==> src/rtl/ahbl_arb_if.sv <==
// Signal bundle around the two-requester AHB-Lite arbiter: both requester ports plus the
// shared address/data/response port towards the AHB-to-APB bridge.
interface ahbl_arb_if #(
  parameter int ADDR_W = 32,
  parameter int DATA_W = 32
) ();
  logic              m0_req;
  logic              m0_gnt;
  logic [ADDR_W-1:0] m0_haddr;
  logic [1:0]        m0_htrans;
  logic [2:0]        m0_hsize;
  logic [2:0]        m0_hburst;
  logic [3:0]        m0_hprot;
  logic              m0_hwrite;
  logic [DATA_W-1:0] m0_hwdata;
  logic [DATA_W-1:0] m0_hrdata;
  logic              m0_hready;
  logic              m0_hresp;

  logic              m1_req;
  logic              m1_gnt;
  logic [ADDR_W-1:0] m1_haddr;
  logic [1:0]        m1_htrans;
  logic [2:0]        m1_hsize;
  logic [2:0]        m1_hburst;
  logic [3:0]        m1_hprot;
  logic              m1_hwrite;
  logic [DATA_W-1:0] m1_hwdata;
  logic [DATA_W-1:0] m1_hrdata;
  logic              m1_hready;
  logic              m1_hresp;

  logic              hsel;
  logic [ADDR_W-1:0] haddr;
  logic [1:0]        htrans;
  logic [2:0]        hsize;
  logic [2:0]        hburst;
  logic [3:0]        hprot;
  logic              hwrite;
  logic [DATA_W-1:0] hwdata;
  logic [DATA_W-1:0] hrdata;
  logic              hready;
  logic              hresp;

  // Handshake: a requester raises mN_req and holds it while it has work; mN_gnt marks
  // address-phase ownership, and a beat is accepted on an edge where mN_gnt, htrans[1] and hready are all 1.

  // Arbiter view: requester address phases and the slave response come in, grants and the shared bus go out.
  modport slave (
    input  m0_req, m0_haddr, m0_htrans, m0_hsize, m0_hburst, m0_hprot, m0_hwrite, m0_hwdata,
    output m0_gnt, m0_hrdata, m0_hready, m0_hresp,
    input  m1_req, m1_haddr, m1_htrans, m1_hsize, m1_hburst, m1_hprot, m1_hwrite, m1_hwdata,
    output m1_gnt, m1_hrdata, m1_hready, m1_hresp,
    output hsel, haddr, htrans, hsize, hburst, hprot, hwrite, hwdata,
    input  hrdata, hready, hresp
  );

  // Environment view: the two upstream masters and the downstream slave.
  modport master (
    output m0_req, m0_haddr, m0_htrans, m0_hsize, m0_hburst, m0_hprot, m0_hwrite, m0_hwdata,
    input  m0_gnt, m0_hrdata, m0_hready, m0_hresp,
    output m1_req, m1_haddr, m1_htrans, m1_hsize, m1_hburst, m1_hprot, m1_hwrite, m1_hwdata,
    input  m1_gnt, m1_hrdata, m1_hready, m1_hresp,
    input  hsel, haddr, htrans, hsize, hburst, hprot, hwrite, hwdata,
    output hrdata, hready, hresp
  );
endinterface

==> src/rtl/ahbl_arb.sv <==
// Two-requester AHB-Lite arbiter/mux: round-robin ownership at transfer boundaries,
// address mux by owner, write-data mux and error routing by data-phase owner.
module ahbl_arb #(
  parameter int ADDR_W = 32,
  parameter int DATA_W = 32
) (
  input  logic       hclk,
  input  logic       hresetn,
  ahbl_arb_if.slave  bus,
  output logic [1:0] dbg_state
);

  typedef enum logic [1:0] {
    IDLE = 2'd0,
    OWN0 = 2'd1,
    OWN1 = 2'd2
  } state_t;

  state_t     state_q, state_d;
  logic       last_q, last_d;
  logic       used_q, used_d;
  logic       dph_vld_q;
  logic       dph_own_q;
  logic       own_req;
  logic       handover;

  always_ff @(posedge hclk or negedge hresetn) begin
    if (!hresetn) begin
      state_q <= IDLE;
      last_q  <= 1'b1;
      used_q  <= 1'b0;
    end else begin
      state_q <= state_d;
      last_q  <= last_d;
      used_q  <= used_d;
    end
  end

  // Address-phase mux: zero latency, everything forced to 0 when nobody owns the bus.
  always_comb begin
    bus.hsel   = 1'b0;
    bus.haddr  = {ADDR_W{1'b0}};
    bus.htrans = 2'b00;
    bus.hsize  = 3'b000;
    bus.hburst = 3'b000;
    bus.hprot  = 4'b0000;
    bus.hwrite = 1'b0;
    own_req    = 1'b0;
    case (state_q)
      OWN0: begin
        bus.hsel   = 1'b1;
        bus.haddr  = bus.m0_haddr;
        bus.htrans = bus.m0_htrans;
        bus.hsize  = bus.m0_hsize;
        bus.hburst = bus.m0_hburst;
        bus.hprot  = bus.m0_hprot;
        bus.hwrite = bus.m0_hwrite;
        own_req    = bus.m0_req;
      end
      OWN1: begin
        bus.hsel   = 1'b1;
        bus.haddr  = bus.m1_haddr;
        bus.htrans = bus.m1_htrans;
        bus.hsize  = bus.m1_hsize;
        bus.hburst = bus.m1_hburst;
        bus.hprot  = bus.m1_hprot;
        bus.hwrite = bus.m1_hwrite;
        own_req    = bus.m1_req;
      end
      default: ;
    endcase
  end

  // Only an IDLE beat may end a tenure, so SEQ/BUSY keep a burst together.
  assign handover = bus.hready && (bus.htrans == 2'b00) && (used_q || !own_req);

  always_comb begin
    state_d = state_q;
    last_d  = last_q;
    used_d  = used_q;
    if (bus.hready) begin
      case (state_q)
        IDLE: begin
          if (bus.m0_req && bus.m1_req) state_d = last_q ? OWN0 : OWN1;
          else if (bus.m0_req)          state_d = OWN0;
          else if (bus.m1_req)          state_d = OWN1;
        end
        OWN0: begin
          if (handover) begin
            if (bus.m1_req)      state_d = OWN1;
            else if (bus.m0_req) state_d = OWN0;
            else                 state_d = IDLE;
          end
        end
        OWN1: begin
          if (handover) begin
            if (bus.m0_req)      state_d = OWN0;
            else if (bus.m1_req) state_d = OWN1;
            else                 state_d = IDLE;
          end
        end
        default: state_d = IDLE;
      endcase
      if (state_d != state_q)        used_d = 1'b0;
      else if (bus.htrans == 2'b10)  used_d = 1'b1;
      if (state_d == OWN0)      last_d = 1'b0;
      else if (state_d == OWN1) last_d = 1'b1;
    end
  end

  // Data-phase owner trails the address phase by one accepted beat.
  always_ff @(posedge hclk or negedge hresetn) begin
    if (!hresetn) begin
      dph_vld_q <= 1'b0;
      dph_own_q <= 1'b0;
    end else if (bus.hready) begin
      dph_vld_q <= bus.htrans[1];
      if (bus.htrans[1]) dph_own_q <= (state_q == OWN1);
    end
  end

  assign bus.hwdata    = !dph_vld_q ? {DATA_W{1'b0}} : (dph_own_q ? bus.m1_hwdata : bus.m0_hwdata);
  assign bus.m0_gnt    = (state_q == OWN0);
  assign bus.m1_gnt    = (state_q == OWN1);
  assign bus.m0_hresp  = bus.hresp & dph_vld_q & !dph_own_q;
  assign bus.m1_hresp  = bus.hresp & dph_vld_q & dph_own_q;
  assign bus.m0_hrdata = bus.hrdata;
  assign bus.m1_hrdata = bus.hrdata;
  assign bus.m0_hready = bus.hready;
  assign bus.m1_hready = bus.hready;
  assign dbg_state     = state_q;

endmodule

==> src/flat_wrapper.sv <==
// flat-port wrapper written by rule: the top's interface ports become plain ports
module ahbl_arb_flat 
#(
  parameter int ADDR_W = 32,
  parameter int DATA_W = 32
)
  (hclk, hresetn, dbg_state, bus_m0_req, bus_m0_haddr, bus_m0_htrans, bus_m0_hsize, bus_m0_hburst, bus_m0_hprot, bus_m0_hwrite, bus_m0_hwdata, bus_m0_gnt, bus_m0_hrdata, bus_m0_hready, bus_m0_hresp, bus_m1_req, bus_m1_haddr, bus_m1_htrans, bus_m1_hsize, bus_m1_hburst, bus_m1_hprot, bus_m1_hwrite, bus_m1_hwdata, bus_m1_gnt, bus_m1_hrdata, bus_m1_hready, bus_m1_hresp, bus_hsel, bus_haddr, bus_htrans, bus_hsize, bus_hburst, bus_hprot, bus_hwrite, bus_hwdata, bus_hrdata, bus_hready, bus_hresp);
  ahbl_arb_if #(.ADDR_W(ADDR_W), .DATA_W(DATA_W)) bus_i ();
  input  logic hclk;
  input  logic hresetn;
  output logic [1:0] dbg_state;
  input wire logic [$bits(bus_i.m0_req)-1:0] bus_m0_req;
  input wire logic [$bits(bus_i.m0_haddr)-1:0] bus_m0_haddr;
  input wire logic [$bits(bus_i.m0_htrans)-1:0] bus_m0_htrans;
  input wire logic [$bits(bus_i.m0_hsize)-1:0] bus_m0_hsize;
  input wire logic [$bits(bus_i.m0_hburst)-1:0] bus_m0_hburst;
  input wire logic [$bits(bus_i.m0_hprot)-1:0] bus_m0_hprot;
  input wire logic [$bits(bus_i.m0_hwrite)-1:0] bus_m0_hwrite;
  input wire logic [$bits(bus_i.m0_hwdata)-1:0] bus_m0_hwdata;
  output wire logic [$bits(bus_i.m0_gnt)-1:0] bus_m0_gnt;
  output wire logic [$bits(bus_i.m0_hrdata)-1:0] bus_m0_hrdata;
  output wire logic [$bits(bus_i.m0_hready)-1:0] bus_m0_hready;
  output wire logic [$bits(bus_i.m0_hresp)-1:0] bus_m0_hresp;
  input wire logic [$bits(bus_i.m1_req)-1:0] bus_m1_req;
  input wire logic [$bits(bus_i.m1_haddr)-1:0] bus_m1_haddr;
  input wire logic [$bits(bus_i.m1_htrans)-1:0] bus_m1_htrans;
  input wire logic [$bits(bus_i.m1_hsize)-1:0] bus_m1_hsize;
  input wire logic [$bits(bus_i.m1_hburst)-1:0] bus_m1_hburst;
  input wire logic [$bits(bus_i.m1_hprot)-1:0] bus_m1_hprot;
  input wire logic [$bits(bus_i.m1_hwrite)-1:0] bus_m1_hwrite;
  input wire logic [$bits(bus_i.m1_hwdata)-1:0] bus_m1_hwdata;
  output wire logic [$bits(bus_i.m1_gnt)-1:0] bus_m1_gnt;
  output wire logic [$bits(bus_i.m1_hrdata)-1:0] bus_m1_hrdata;
  output wire logic [$bits(bus_i.m1_hready)-1:0] bus_m1_hready;
  output wire logic [$bits(bus_i.m1_hresp)-1:0] bus_m1_hresp;
  output wire logic [$bits(bus_i.hsel)-1:0] bus_hsel;
  output wire logic [$bits(bus_i.haddr)-1:0] bus_haddr;
  output wire logic [$bits(bus_i.htrans)-1:0] bus_htrans;
  output wire logic [$bits(bus_i.hsize)-1:0] bus_hsize;
  output wire logic [$bits(bus_i.hburst)-1:0] bus_hburst;
  output wire logic [$bits(bus_i.hprot)-1:0] bus_hprot;
  output wire logic [$bits(bus_i.hwrite)-1:0] bus_hwrite;
  output wire logic [$bits(bus_i.hwdata)-1:0] bus_hwdata;
  input wire logic [$bits(bus_i.hrdata)-1:0] bus_hrdata;
  input wire logic [$bits(bus_i.hready)-1:0] bus_hready;
  input wire logic [$bits(bus_i.hresp)-1:0] bus_hresp;
  assign bus_i.m0_req = bus_m0_req;
  assign bus_i.m0_haddr = bus_m0_haddr;
  assign bus_i.m0_htrans = bus_m0_htrans;
  assign bus_i.m0_hsize = bus_m0_hsize;
  assign bus_i.m0_hburst = bus_m0_hburst;
  assign bus_i.m0_hprot = bus_m0_hprot;
  assign bus_i.m0_hwrite = bus_m0_hwrite;
  assign bus_i.m0_hwdata = bus_m0_hwdata;
  assign bus_m0_gnt = bus_i.m0_gnt;
  assign bus_m0_hrdata = bus_i.m0_hrdata;
  assign bus_m0_hready = bus_i.m0_hready;
  assign bus_m0_hresp = bus_i.m0_hresp;
  assign bus_i.m1_req = bus_m1_req;
  assign bus_i.m1_haddr = bus_m1_haddr;
  assign bus_i.m1_htrans = bus_m1_htrans;
  assign bus_i.m1_hsize = bus_m1_hsize;
  assign bus_i.m1_hburst = bus_m1_hburst;
  assign bus_i.m1_hprot = bus_m1_hprot;
  assign bus_i.m1_hwrite = bus_m1_hwrite;
  assign bus_i.m1_hwdata = bus_m1_hwdata;
  assign bus_m1_gnt = bus_i.m1_gnt;
  assign bus_m1_hrdata = bus_i.m1_hrdata;
  assign bus_m1_hready = bus_i.m1_hready;
  assign bus_m1_hresp = bus_i.m1_hresp;
  assign bus_hsel = bus_i.hsel;
  assign bus_haddr = bus_i.haddr;
  assign bus_htrans = bus_i.htrans;
  assign bus_hsize = bus_i.hsize;
  assign bus_hburst = bus_i.hburst;
  assign bus_hprot = bus_i.hprot;
  assign bus_hwrite = bus_i.hwrite;
  assign bus_hwdata = bus_i.hwdata;
  assign bus_i.hrdata = bus_hrdata;
  assign bus_i.hready = bus_hready;
  assign bus_i.hresp = bus_hresp;
  ahbl_arb #(.ADDR_W(ADDR_W), .DATA_W(DATA_W)) u_core (.hclk(hclk), .hresetn(hresetn), .bus(bus_i), .dbg_state(dbg_state));
endmodule
==> config.mk <==
export PLATFORM = sky130hd
export DESIGN_NAME = ahbl_arb_flat
export DESIGN_NICKNAME = d
export VERILOG_FILES = /design/src/rtl/ahbl_arb_if.sv /design/src/rtl/ahbl_arb.sv /design/src/flat_wrapper.sv
export SDC_FILE = /design/constraint.sdc
export NUM_CORES = 1
export LEC_CHECK = 0
export ABC_AREA = 1
export BUFFER_PORTS_ARGS = -buffer_cell sky130_fd_sc_hd__buf_4
export CORE_AREA = 2 2 132 134
export CTS_CLUSTER_DIAMETER = 80
export DETAILED_ROUTE_END_ITERATION = 8
export DIE_AREA = 0 0 134 136
export PLACE_DENSITY = 0.38
export RECOVER_POWER = 100
export SLEW_MARGIN = 30
export SYNTH_ARGS = -nofsm -noshare
export SYNTH_HDL_FRONTEND = slang
export SYNTH_SLANG_ARGS = --single-unit
export TNS_END_PERCENT = 1
==> constraint.sdc <==
create_clock -name hclk -period 2.3 [get_ports hclk]
set_input_delay 0.46 -clock hclk [delete_from_list [all_inputs] [get_ports hclk]]
set_output_delay 0.46 -clock hclk [all_outputs]
set_load 0.005 [all_outputs]
**Word-level counts from Yosys, hierarchy flattened**

Index checks and enable logic that the tools add are counted.
Widths: inputs -> output; s select.

- Output and inout port bits: 150
- Bits in writable memories: 0
- Bits in read-only memories: 0
- Input port bits: 192
- Register bits: 6
- Memories kept: 0
- Bits in latches: 0

- Equal/unequal tests: 6
- $add $sub $neg: 0
- Divide/modulo/power cells: 0
- Shift-type cells: 0
- Reductions and logical operators: 14
- Bitwise gates (word level): 3
- Muxes and demuxes: 26
- Order comparisons: 0
- Multipliers: 0

Operators with widths:

| operator | number |
|---|---|
| $mux 32 | 2 |
| $pmux 32 s2 | 1 |
| $mux 2 | 10 |
| $pmux 3 s2 | 2 |
| $pmux 4 s2 | 1 |
| $eq 2x2->1 const B | 3 |
| $mux 1 | 6 |
| $pmux 2 s3 | 1 |
| $reduce_and 2->1 | 3 |
| $eq 2x1->1 const B | 2 |
| $logic_not 2->1 | 2 |
| $pmux 1 s2 | 2 |
| $pmux 2 s2 | 1 |
| $reduce_bool 2->1 | 2 |
| $and 1x1->1 | 3 |
| $logic_and 1x1->1 | 3 |
| $logic_not 1->1 | 2 |
| $ne 2x2->1 | 1 |
| $reduce_or 2->1 | 1 |
| $logic_or 1x1->1 | 1 |

**Longest topological paths before layout**

Gate-level depths: netlist (run 1).

- Depth in word-level cells: 11
- Mapped depth: 17

**Least setup slack after synthesis (run 1)**

Ideal clock, no wire load.

- Path kind: reg2reg
- From: register u_core.state_q[0], in the netlist u_core.dbg_state[0]
- To: register u_core.last_q
- Data arrival time: 2.089 ns
- Buffers on the path: 0
- Stages on the path, launching flop included: 17
- Setup slack: 0.138 ns
- Setup time: 0.073 ns
- Path through: dfrtp_1 inv_1 ha_1 inv_2 nor2_1 nand2_1 nand2_2 inv_2 nand3_2 nand3_2 nand2_2 nand2_2 inv_1 ha_1 nor2_1 nor2_1 a21oi_1

- Cells in the longest elaborated chain, start to end: 11
- Elaborated cells on any way between the ends: 22
- Classes of those cells: eq/ne (4); mux (10); reduce/logical (8)

RTL lines:

| what | line | RTL |
|---|---|---|
| start, declared | ahbl_arb.sv:19 | `state_t state_q, state_d;` |
| start signal, assigned | ahbl_arb.sv:33 | `state_q <= state_d;` |
| $eq 2x2->1 / $eq 2x1->1 (equally long branches) | ahbl_arb.sv:49, ahbl_arb.sv:82 |  |
| $pmux 2 s2 / $pmux 1 s2 (equally long branches) | ahbl_arb.sv:49 | `case (state_q)` |
| $logic_not 2->1 / $logic_not 1->1 (equally long branches) | ahbl_arb.sv:75 | `assign handover = bus.hready && (bus.htrans == 2'b00) && (used_q \|\| !own_req);` |
| $logic_and 1x1->1 / $logic_or 1x1->1 (equally long branches) | ahbl_arb.sv:75 |  |
| $logic_and 1x1->1 | ahbl_arb.sv:75 |  |
| $mux 2 (on tied branches) | ahbl_arb.sv:96, ahbl_arb.sv:89 |  |
| $pmux 2 s3 * | ahbl_arb.sv:82 | `case (state_q)` |
| $mux 2 * | ahbl_arb.sv:81 | `if (bus.hready) begin` |
| $eq 2x2->1 / $eq 2x1->1 (equally long branches) | ahbl_arb.sv:107, ahbl_arb.sv:106 |  |
| $reduce_bool 2->1 (no line) | -- |  |
| $reduce_and 2->1 (no line) | -- |  |
| end signal, assigned | ahbl_arb.sv:34 | `last_q <= last_d;` |
| end, declared | ahbl_arb.sv:20 | `logic last_q, last_d;` |

Mark *: on every way between the ends. The rest lies on a longest branch, timed or not. The select of a mux whose other input is x is not followed.
A chain may end at the register's enable or synchronous reset.

**Worst setup path after layout (run 1)**

- From: register u_core.state_q[0], in the netlist u_core.dbg_state[0]
- To: output bus_haddr[26]

- Cells in the longest elaborated chain, start to end: 2
- Elaborated cells on any way between the ends: 3
- Classes of those cells: eq/ne (2); mux (1)

RTL lines:

| what | line | RTL |
|---|---|---|
| $eq 2x2->1 / $eq 2x1->1 (equally long branches) | ahbl_arb.sv:49 |  |
| $pmux 32 s2 * | ahbl_arb.sv:49 |  |
| end, declared | flat_wrapper.sv:37 | `output wire logic [$bits(bus_i.haddr)-1:0] bus_haddr;` |

Mark *: on every way between the ends. The rest lies on a longest branch, timed or not.

==> results of run 1 <==
==> synthesized netlist by cell type, drive strengths merged <==
master  count  share of area
nand3b      1         0.0036
o21bai      1         0.0036
buf        70           0.25
nand3       6          0.022
dfrtp       5          0.060
nand2     114           0.21
inv        13          0.023
nor2       68           0.12
and3        1         0.0030
nor3        2         0.0048
ha          5          0.030
or2         1         0.0030
clkbuf     19          0.034
dfstp       1          0.013
clkinv      1         0.0018
o21ai      39          0.094
a21oi      47           0.12
o221ai      1         0.0042
==> layout by cell type, fill, tap and decap left out, types with 3 or more instances in the layout <==
master / n
a21oi_1: 45
buf_4: 245
clkbuf_16: 3
clkbuf_4: 6
dfrtp_1: 4
ha_4: 3
inv_1: 9
inv_2: 3
nand2_1: 108
nand2_2: 6
nand3_1: 3
nand3_2: 3
nor2_1: 67
o21ai_0: 35
o21ai_1: 3
==> per-stage QoR <==
step                      total power, mW  std cells  instance area, sq um  setup slack [ps]
after floorplan                     1.782        395                  2082             138.3
after CTS                           3.466        789                  3792             46.89
after global routing                3.909        791                  3846            -49.57
after detailed placement            3.154        785                  3710             79.32
after global placement              3.135        785                  3710             137.3
final                               3.536        791                  3846             176.6
==> area by class of cell <==
type	instances	area share
Timing Repair Buffer	256	0.5055
Sequential cell	6	0.03969
Inverter	14	0.01431
Tap cell	225	0.07319
Multi-Input combinational cell	286	0.3468
Clock buffer	4	0.02049
==> flip-flops by register name (all words and copies together), names as in the netlist <==
register and cells:
u_core.dbg_state 2, u_core.dph_own_q 1, u_core.dph_vld_q 1, u_core.last_q 1, u_core.used_q 1
==> timing repair <==
item                                   CTS  global route
setup endpoints to repair               43            44
endpoints found under the hold margin    0             0
resized for setup                        1            11
buffers inserted                         0             2
==> logic make-up after synthesis <==
group,Yosys count,synth area share
AO/OA/AOI/OAI,88,0.2182
adder cells (fa/ha/maj),5,0.03005
buffers and inverters,103,0.3089
flip-flops,6,0.07272
AND/OR/NAND/NOR,193,0.3702
==> metal layers <==
metal | track usage | up-vias | wire, microns
met4 | 0.02482 | 0 | 208
met5 | 0 | - | 0
li1 | - | 1527 | -
met1 | 0.1199 | 1334 | 3978
met3 | 0.02349 | 22 | 1116
met2 | 0.2000 | 203 | 5622
==> critical path, delay by kind of cell, from the launching register on <==
family          cells  cell delay (ps)
buf+inv             4              630
flops               1              440
fa+ha+maj           1              230
compound gates      1               90
==> power groups by stage <==
stage                     combinational (mW)  clock, mW  sequential [mW]
after floorplan                         1.58          0            0.202
after global placement                  2.95          0            0.188
after detailed placement                2.97          0            0.188
after CTS                               2.98      0.294            0.188
after global routing                    3.40      0.305            0.206
final                                   3.05      0.289            0.199
==> path summary, 6_finish.rpt <==
check	slack (ps)	to	cells after the start
setup / recovery	180	bus_haddr[26]	6
hold / removal	100	u_core.dbg_state[1]$_DFFE_PN0P_	1
setup reg to reg	210	u_core.last_q$_DFFE_PN1P_	16
hold reg to reg	510	u_core.last_q$_DFFE_PN1P_	2
max in group asynchronous	1900	u_core.last_q$_DFFE_PN1P_	1
min in group hclk	500	u_core.used_q$_DFFE_PN0P_	2
==> qor.txt, run 1 <==
Die Y -> 136 microns
Drt initial violations -> 35
Sequential cell fraction of total power -> 0.056
Maximum vdd ir drop -> 571.8 uV
CTS clk-pin slew, worst paths -> 40 ps
N_diodes -> 0
Clock Path Buffers -> 2
Syn_nets -> 592
Max-cap violations -> 0
Die area -> 18220 sq um
Syn Area/Cell -> 5.271 sq um
Crit Path Class -> reg2out
Die width -> 134 microns
Core Util, Final -> 0.2279
Status -> complete, no violations
GRT Overall Usage -> 0.1056
DRC violations left -> 0
Final hold vios -> 0
Worst Path Required -> 1840 ps
Max stage delay on crit path -> 440 ps
Layout cells sized above 1 -> 0.4947
CP Capture Type -> output pin
Power per cell area -> 919.4 nW/um^2
Fin Setup TNS -> 0 ps
Slowest stage cell on the critical path -> dfrtp_2
Slew Viols, Final -> 0
Total iterations of the first detailed-routing run -> 4
P_int -> 1.744 mW
Yosys reg bits -> 6
Multi-input logic area -> 1334 sq um
Root Buffer -> clkbuf_16
Worst-Margin Slew -> 548.5 ps
Core Region -> 16880 sq um
TritonCTS Buffers -> 3
FILL cells -> 1957
Nets -> 764
CTS tree -> done
Routed len/inst -> 13.81 microns
Mapped Cells -> 395
Post-DP HPWL -> 9.038 mm
First-pass GRT wire length -> 15.61 mm
Initial core utilization -> 0.1234
HP Class -> in2async
Port Buffers -> 245
Initial antenna violation count -> 0
Largest net degree at the start of global routing -> 45
Sw Share -> 0.5069
DR vias/cell -> 3.901
Post-Syn Area -> 2082 sq um
Relative slew slack -> 0.6343
H-tree depth -> 1
Ys Warns -> 0
Leakage -> 1.959 nW
Vias -> 3086
Placer congestion estimate -> 0.8151
Crit path launch type -> flip-flop
Worst setup path start -> u_core.dbg_state[0]$_DFFE_PN0P_
FF-to-FF Start -> u_core.dbg_state[1]$_DFFE_PN0P_
Grt ovf -> 0
CTS Sinks -> 6
Max Fclk -> 470.9 MHz
Combinational power share -> 0.862
Sequential fraction of the synthesis area -> 0.07272
Clock Latency Late Sink -> 230 ps
Vias in the first global route -> 2923
Post-route ant nets -> 0
CP max FO -> 43
Number of setup violations in the final report -> 0
Overall routed net length -> 10.93 mm
Min Hold Slack -> 103.9 ps
Hold buffers post-CTS -> 0
Final Skew -> 3.232 ps
IO Count -> 342
Layout area overhead -> 84.74%
Count of different cell masters after synthesis -> 26
Switching power -> 1.792 mW
Num rows -> 48
Register area -> 152.6 sq um
Crit-path cells -> inv_4 > ha_4 > inv_2 > buf_6 > a21oi_1 > buf_4
Min Tclk post-route -> 2123 ps
Final Cycle Share -> 0.9232
Clock power share -> 0.082
Crit path DAT -> 1660 ps
No activity file was read; power rests on OpenSTA's default activity.
==> run 2, diff against run 1 <==
--- a/config.mk
+++ b/config.mk
@@ -11,7 +11,7 @@
 export CTS_CLUSTER_DIAMETER = 80
 export DETAILED_ROUTE_END_ITERATION = 8
 export DIE_AREA = 0 0 134 136
-export PLACE_DENSITY = 0.38
+export PLACE_DENSITY = 0.4
 export RECOVER_POWER = 100
 export SLEW_MARGIN = 30
 export SYNTH_ARGS = -nofsm -noshare
==> qor.txt, run 2 (synthesized netlist as in run 1, its figures left out) <==
Status -> complete, no violations
Core Region -> 16880 sq um (unchanged)
Initial core utilization -> 0.1234 (unchanged)
Crit path launch type -> flip-flop
Final Skew -> 3.783 ps (+0.5515 ps)
Leakage -> 1.950 nW (-0.46%)
Most frequent CP cell -> inv_2
Vias -> 3046 (-1.3%)
Power per cell area -> 889.9 nW/um^2 (-3.2%)
First-pass GRT wire length -> 15.65 mm (+0.27%)
Vias in the first global route -> 2966 (+1.5%)
Fin cells -> 790 (-0.13%)
CTS tree -> done
Max Fclk -> 458.0 MHz (-2.8%)
Clock Path Buffers -> 2 (unchanged)
DRC violations left -> 0 (unchanged)
Slowest stage cell on the critical path -> ha_2
Hold buffers post-CTS -> 0 (unchanged)
Placed insts -> 786 (+0.13%)
CTS Sinks -> 6 (unchanged)
Die width -> 134 microns (unchanged)
Post-route ant nets -> 0 (unchanged)
Die Y -> 136 microns (unchanged)
Max-cap violations -> 0 (unchanged)
Overall routed net length -> 10.55 mm (-3.4%)
Final Cycle Share -> 0.9494 (+0.02614)
Min Tclk post-route -> 2184 ps (+60.13 ps)
Unrepaired setup endpoints after global routing -> true
Root Buffer -> clkbuf_16
Clock Latency Late Sink -> 230 ps (about the same)
Post-DP HPWL -> 8.833 mm (-2.3%)
Initial antenna violation count -> 1 (+1)
Number of setup violations in the final report -> 0 (unchanged)
Register-to-Register Setup Slack -> 170 ps (-40 ps)
Post-CTS setup buffer count -> 0 (unchanged)
IO Count -> 342 (unchanged)
Placed inst area -> 3692 sq um (-0.47%)
Layout area overhead -> 82.45%
Port Buffers -> 245 (unchanged)
Largest register FFs -> 2 (unchanged)
Layout cells sized above 1 -> 0.4850 (-0.009744)
Maximum vdd ir drop -> 484.8 uV (-15%)
Worst setup path start -> u_core.dbg_state[1]$_DFFE_PN0P_
TritonCTS Buffers -> 3 (unchanged)
Grt ovf -> 0 (unchanged)
Max stage delay on crit path -> 400 ps (-40 ps)
Nets -> 763 (-0.13%)
FF-to-FF Start -> u_core.dbg_state[1]$_DFFE_PN0P_
H-tree depth -> 1 (unchanged)
CP max FO -> 43 (unchanged)
Die area -> 18220 sq um (unchanged)
Largest net degree at the start of global routing -> 44 (-2.2%)
Placer congestion estimate -> 0.7996 (-1.9%)
Worst-Margin Slew -> 359.8 ps (-188.7 ps)
Total iterations of the first detailed-routing run -> 4 (unchanged)
Num rows -> 48 (unchanged)
Relative slew slack -> 0.7601 (+0.1258)
Crit Path Class -> reg2out
Commonest non-fill, non-tap cell in the layout -> buf_4
Final hold vios -> 0 (unchanged)
Most frequent cells in the layout -> 251 x buf_4, 109 x nand2_1, 68 x nor2_1
Final instance area -> 3799 sq um (-1.2%)
Worst Path Required -> 1840 ps (about the same)
N_diodes -> 0 (unchanged)
HP Class -> in2async
Crit path DAT -> 1720 ps (+60 ps)
DR vias/cell -> 3.856 (-1.2%)
Crit-path cells -> inv_2 > ha_2 > inv_2 > buf_6 > a21oi_1 > buf_4
CTS clk-pin slew, worst paths -> 40 ps (about the same)
CP Capture Type -> output pin
Slew Viols, Final -> 0 (unchanged)
GRT Overall Usage -> 0.1057 (about the same)
Drt initial violations -> 101 (+190%)
Routed len/inst -> 13.36 microns (-3.3%)
## run 2: cell types whose count changed in the layout (fill, tap and decap cells not counted), moves of 2 or more
cell	previous run	this run
clkbuf_4	6	0
buf_12	2	0
ha_2	0	2
buf_4	245	251
ha_4	3	1
buf_8	0	2
## run 2: final timing paths
| path | endpoint | cells after the start |
|---|---|---|
| hold / removal | u_core.used_q$_DFFE_PN0P_ | 1 |
| max in group asynchronous | u_core.last_q$_DFFE_PN1P_ | 1 |
| hold reg to reg | u_core.last_q$_DFFE_PN1P_ | 2 |
| setup / recovery | bus_haddr[28] | 6 |
| setup reg to reg | u_core.last_q$_DFFE_PN1P_ | 16 |
| min in group hclk | u_core.used_q$_DFFE_PN0P_ | 2 |
## run 2: final cells by class
| cell class | instances | area [sq um] |
|---|---|---|
| inverter | 14 | 52.55 |
| timing repair buffer | 255 | 1929 |
| sequential | 6 | 151.4 |
| multi-input combinational | 286 | 1305 |
| clock buffer | 4 | 78.83 |
| tap | 225 | 281.5 |
| fill | 1955 | 13080 |
## run 2: what timing repair did
action                                  4_1_cts  5_1_grt
resized for setup                             3        5
pin swaps                                     0        0
endpoints found under the setup margin       21       34
## run 2: where the power goes
group	internal [mW]	leakage, nW	switching (mW)
combinational	1.28	1.84	1.62
sequential	0.155	0.0764	0.0244
clock	0.231	0.0382	0.0680
## run 2: layer usage
layer  GRT usage  vias to the layer above  routed length [microns]
li1            -                     1525                        -
met1      0.1246                     1286                     4051
met2      0.1846                      208                     5042
met3     0.03505                       25                     1280
met4     0.02660                        2                      163
met5           0                        -                       13
## run 2: through the flow
stage / setup TNS (ps) / worst slack (ps) / total power [mW] / hold slack (ps) / util
3_3_place_gp: 0 / 176.8 / 3.032 / 276.2 / 0.2188
5_1_grt: -30.60 / -28.54 / 3.768 / 150.2 / 0.2251
3_5_place_dp: 0 / 155.8 / 3.032 / 279.1 / 0.2188
4_1_cts: 0 / 18.64 / 3.380 / 31.81 / 0.2241
2_1_floorplan: 0 / 138.3 / 1.782 / 164.4 / -
6_report: 0 / 116.4 / 3.381 / 107.1 / 0.2251
## run 2: critical path: cells and delay by family (launching register included)
| kind | cells | cell delay [ps] |
|---|---|---|
| adders and majority gates | 1 | 400 |
| AOI/OAI and AO/OA | 1 | 240 |
| DFF | 1 | 350 |
| buffers and inverters | 4 | 490 |
